--- config.mk ---
export PLATFORM = sky130hd
export DESIGN_NAME = bus_arbiter
export DESIGN_NICKNAME = d
export VERILOG_FILES = /design/src/rtl/bus_arbiter.sv
export SDC_FILE = /design/constraint.sdc
export NUM_CORES = 1
export LEC_CHECK = 0
export ABC_AREA = 1
export ABC_CLOCK_PERIOD_IN_PS = 5100
export BUFFER_PORTS_ARGS = -buffer_cell sky130_fd_sc_hd__buf_2
export CAP_MARGIN = 5
export CELL_PAD_IN_SITES_DETAIL_PLACEMENT = 0
export CELL_PAD_IN_SITES_GLOBAL_PLACEMENT = 1
export CORE_ASPECT_RATIO = 1.25
export CORE_MARGIN = 4
export CORE_UTILIZATION = 37
export CTS_BUF_LIST = sky130_fd_sc_hd__clkbuf_8 sky130_fd_sc_hd__clkbuf_16
export DETAILED_ROUTE_END_ITERATION = 8
export PLACE_DENSITY_LB_ADDON = 0.1
export SETUP_SLACK_MARGIN = 0.1
export SYNTH_ARGS = -nofsm -noshare
export SYNTH_HDL_FRONTEND = slang
export SYNTH_SLANG_ARGS = --single-unit
--- constraint.sdc ---
create_clock -name clock -period 5.1 [get_ports clock]
set_input_delay 0 -clock clock [delete_from_list [all_inputs] [get_ports clock]]
set_output_delay 0 -clock clock [all_outputs]
set_load 0.01 [all_outputs]
--- src/rtl/bus_arbiter.sv ---
// Round-robin arbiter for the shared 32-source datapath bus, with a mandatory one-cycle
// turnaround (GAP) between owners. Optional hold-timeout is compiled in with ARB_TIMEOUT_EN.
module bus_arbiter #(
  parameter int MAX_HOLD = 16
) (
  input  logic        clock,
  input  logic        clear,
  input  logic [31:0] req,
  output logic [31:0] grant,
  output logic [4:0]  grant_idx,
  output logic        grant_valid,
  output logic        timeout,
  output logic [1:0]  state_dbg
);

  // Handshake: a source holds req high for as long as it wants the bus; once granted it keeps
  // the bus until it drops req (or is forcibly released), then the bus idles for one GAP cycle.
  typedef enum logic [1:0] {
    IDLE  = 2'd0,
    GRANT = 2'd1,
    GAP   = 2'd2
  } state_t;

  state_t      state_q, state_d;
  logic [4:0]  owner_q, owner_d;
  logic [4:0]  last_owner_q, last_owner_d;
  logic [31:0] grant_q, grant_d;
  logic [4:0]  grant_idx_q, grant_idx_d;
  logic        grant_valid_q, grant_valid_d;
  logic        force_release;
  logic        win_found;
  logic [4:0]  win_idx;
  logic [4:0]  cand;

  // First set request at or after last_owner+1, wrapping modulo 32.
  always_comb begin
    win_found = 1'b0;
    win_idx   = '0;
    cand      = '0;
    for (int i = 0; i < 32; i++) begin
      cand = last_owner_q + 5'd1 + 5'(i);
      if (!win_found && req[cand]) begin
        win_found = 1'b1;
        win_idx   = cand;
      end
    end
  end

  always_comb begin
    state_d      = state_q;
    owner_d      = owner_q;
    last_owner_d = last_owner_q;
    case (state_q)
      IDLE, GAP: begin
        if (win_found) begin
          state_d      = GRANT;
          owner_d      = win_idx;
          last_owner_d = win_idx;
        end else begin
          state_d = IDLE;
        end
      end
      GRANT: begin
        if (!req[owner_q] || force_release) begin
          state_d = GAP;
        end
      end
      default: state_d = IDLE;
    endcase
  end

  // Outputs are decoded from the next state so they are registered yet appear on entry.
  always_comb begin
    grant_d       = '0;
    grant_idx_d   = '0;
    grant_valid_d = 1'b0;
    if (state_d == GRANT) begin
      grant_d[owner_d] = 1'b1;
      grant_idx_d      = owner_d;
      grant_valid_d    = 1'b1;
    end
  end

  always_ff @(posedge clock or negedge clear) begin
    if (!clear) begin
      state_q       <= IDLE;
      owner_q       <= '0;
      last_owner_q  <= 5'd31;
      grant_q       <= '0;
      grant_idx_q   <= '0;
      grant_valid_q <= 1'b0;
    end else begin
      state_q       <= state_d;
      owner_q       <= owner_d;
      last_owner_q  <= last_owner_d;
      grant_q       <= grant_d;
      grant_idx_q   <= grant_idx_d;
      grant_valid_q <= grant_valid_d;
    end
  end

`ifdef ARB_TIMEOUT_EN
  logic [7:0] hold_q, hold_d, hold_inc;
  logic       timeout_q, timeout_d;

  // hold_inc counts GRANT cycles including the current one, saturating at 255.
  assign hold_inc      = (hold_q == 8'hFF) ? 8'hFF : hold_q + 8'd1;
  assign force_release = (state_q == GRANT) && (hold_inc >= 8'(MAX_HOLD));

  always_comb begin
    hold_d    = hold_q;
    timeout_d = force_release && req[owner_q];
    if (state_q != GRANT && state_d == GRANT) begin
      hold_d = '0;
    end else if (state_q == GRANT) begin
      hold_d = hold_inc;
    end
  end

  always_ff @(posedge clock or negedge clear) begin
    if (!clear) begin
      hold_q    <= '0;
      timeout_q <= 1'b0;
    end else begin
      hold_q    <= hold_d;
      timeout_q <= timeout_d;
    end
  end

  assign timeout = timeout_q;
`else
  assign force_release = 1'b0;
  assign timeout       = 1'b0;
`endif

  assign grant       = grant_q;
  assign grant_idx   = grant_idx_q;
  assign grant_valid = grant_valid_q;
  assign state_dbg   = state_q;

endmodule

==> out/results.tsv <==
stage	metric	value	unit
place	placed cell count	1616	
timing	fin. max-slew vios	0	
place	Final HPWL DP	23.4	mm
finish	Post-Layout Cell Count	1732	
logic_synthesis	Yosys reg bits	50	
timing	Hold WS	0.467	ns
grt	GRT Total Usage	28.8	%
logic_synthesis	share of the synthesized area in the top cell type	20.5	%
timing	worst slew pin tran	1.13	ns
grt	largest net degree at the start of global routing	51	
logic_synthesis	synth unique cells	46	
cts	Worst-path clk slew	0.06	ns
grt	initial antenna violation count	0	
logic_synthesis	ys flop type	dfrtp_1	
timing	Final min period	5.05	ns
cts	htree depth	2	
logic_synthesis	synth warn	0	
die	Die Y	158	um
finish	number of nets in the layout	1549	
grt	total gr overflow	0	
logic_synthesis	synth cell count leaders	nand2_1 (366), nor2_1 (148), nand3_1 (143), inv_1 (116), o21ai_0 (55)	
cts	clock sink total	50	
worst_setup_path	Critical Path RT	5.31	ns
finish	share of the core filled with cells	60.6	%
worst_setup_path	Critical Path Fanout Max	8	
worst_setup_path	Slowest cell on crit path	dfstp_2	
place	Port Buf Inserts	73	
timing	Tcrit/Tclk final	98.9	%
route	Post-Route WL	30.7	mm
worst_setup_path	critical path type	flip-flop to flip-flop	
route	drt drc	0	
grt	first-pass GRT wire length	45.3	mm
cts	CTS tree	yes	
route	drt first-iter violations	591	
die	Die X	128	um
worst_hold_path	Min-Delay Path Class	input port to flip-flop	
run	Max Cap Viol	0	
timing	clk_skew	0.00436	ns
cts	Clock Tree Buf Depth	2	
die	core region area	0.0176	mm2
logic_synthesis	asr flop ratio synth	100	%
worst_setup_path	crit-path most repeated cell	buf_4	
die	Core Rows	54	
route	post-DR vias/cell	5.20	
timing	# setup viols final	0	
timing	Hold Vio Cnt, Final	0	
logic_synthesis	Syn Inst Count	1153	
cts	clock root buffer	clkbuf_16	
timing	setup_tns	0	ns
logic_synthesis	Synth area leaders	nand2_1 (21%), dfrtp_1 (17%), nand3_1 (11%), nor2_1 (8.3%), inv_1 (6.5%)	
worst_setup_path	Crit. End Element	flip-flop	
logic_synthesis	Cell Area, Synth	0.00670	mm2
place	routability cong.	1.02	
die	DIE AREA	0.0203	mm2
timing	Max transition margin	24.0	%
die	Initial Utilization	38.0	%
outcome	outcome	completed	
finish	Area Growth Syn to Fin	59.7	%
logic_synthesis	Seq/Total Area, Yosys	18.8	%
grt	vias in the first global route	8363	
worst_setup_path	critical path launch point type	flip-flop	
logic_synthesis	Mean Syn Cell Area	5.81	um2
route	Routed Antenna Nets	0	
finish	layout cells sized above 1	42.8	%
worst_setup_path	crit path DAT	5.26	ns
logic_synthesis	Post-synth EDFFs	0	
finish	number of diodes	0	
logic_synthesis	Synth area leader	nand2_1	
die	# IOs	75	
cts	CTS Buf Count	5	
route	router iterations before antenna repair	5	
route	total number of vias	8999	
logic_synthesis	top-count cell post-synth	nand2_1	
timing	fmax	198	MHz
timing	RSZ-0062 raised after global routing	true	
route	WL/cell	17.7	um
worst_setup_path	Slowest Stage Delay on Critical Path	0.56	ns
cts	later-pin clock latency in the skew report	0.29	ns
logic_synthesis	syn nets	1194	
-- registers in the layout, summed over array words and instances, names as in the netlist --
name and flops:
grant_idx 5, last_owner_q 5, grant 32, state_dbg 2, owner_q 5, grant_valid 1
-- stage by stage --
| stage | area [um2] | setup slack, ns |
|---|---|---|
| after floorplan | 6700 | 0.101 |
| after global placement | 8670 | -0.0735 |
| after detailed placement | 8670 | -0.152 |
| after CTS | 9830 | 0.0619 |
| after global routing | 10700 | -0.291 |
| final | 10700 | 0.0547 |
-- metal layers --
layer	wire length (um)	share of wire, %	global-route usage, %
met1	12000	39	35.3
met2	15100	49	50.0
met3	1680	5.5	3.19
met4	1920	6.3	14.1
met5	0	0	0
-- cell families (layout without fill, tap and decap cells) --
| kind of cell | count (synthesis) | after routing | synth area share [%] |
|---|---|---|---|
| AND/OR/NAND/NOR | 790 | 792 | 55.3 |
| buffers and inverters | 165 | 518 | 11.0 |
| adder cells (fa/ha/maj) | 7 | 7 | 1.31 |
| XOR/XNOR | 17 | 17 | 3.12 |
| AO/OA/AOI/OAI | 123 | 123 | 10.4 |
| other | 1 | 1 | 0.0560 |
| flip-flops | 50 | 50 | 18.8 |
-- path summary, 6_finish.rpt --
check / slack, ns / cells past startpoint / end / startpoint
worst max-delay path: 0.05 / 42 / grant[19]$_DFF_PN0_ / last_owner_q[0]$_DFFE_PN1N_
worst min-delay path: 0.47 / 8 / state_dbg[1]$_DFF_PN0_ / req[10]
worst max register to register: 0.05 / 42 / grant[19]$_DFF_PN0_ / last_owner_q[0]$_DFFE_PN1N_
worst min register to register: 0.57 / 2 / last_owner_q[3]$_DFFE_PN1N_ / last_owner_q[3]$_DFFE_PN1N_
max in group asynchronous: 3.95 / 2 / owner_q[3]$_DFF_PN0_ / clear
min in group asynchronous: 0.50 / 2 / grant[16]$_DFF_PN0_ / clear
-- worst max-delay path, delay by kind of cell (launching register included) --
| family | cells | cell delay (ns) |
|---|---|---|
| AND/OR/NAND/NOR | 25 | 2.24 |
| buffers and inverters | 13 | 1.61 |
| adder cells (fa/ha/maj) | 1 | 0.14 |
| flip-flops | 1 | 0.56 |
| AO/OA/AOI/OAI | 3 | 0.41 |
-- what timing repair did --
item,4_1_cts,5_1_grt
buffers inserted,64,44
setup endpoints to repair,45,49
hold buffers,1,0
pin swaps,59,65
gates cloned,3,1
endpoints found under the hold margin,45,0
gates resized for setup,123,135
-- cell usage in the layout, fill, tap and decap left out, types with 6 or more instances in the layout --
cell type    n
nand2_4     30
nand3_2     22
inv_1      108
clkbuf_16    6
o21ai_1     13
nand4_1     29
buf_6       26
a21oi_1     25
nand2_2     65
dfrtp_1     45
nand3_4     15
buf_2       73
nor2_1     120
nand3_1    123
o21a_1       8
o21ai_2     12
a21oi_2      8
buf_4      270
nor3_1       8
nand2_1    308
nor2_4      18
nand3b_1     7
inv_2       15
nor2_2      29
xor2_2       7
o21ai_0     42
buf_12      11
-- final cells by class --
cell class | count | area, um2
clock buffer | 5 | 125
clock inverter | 2 | 10.0
fill | 1698 | 6940
inverter | 127 | 499
multi-input combinational | 940 | 5570
sequential | 50 | 1260
tap | 224 | 280
timing repair buffer | 384 | 2950
Power is not shown: default switching activity piles up to over one toggle a cycle in this logic, so the estimate is an artifact.
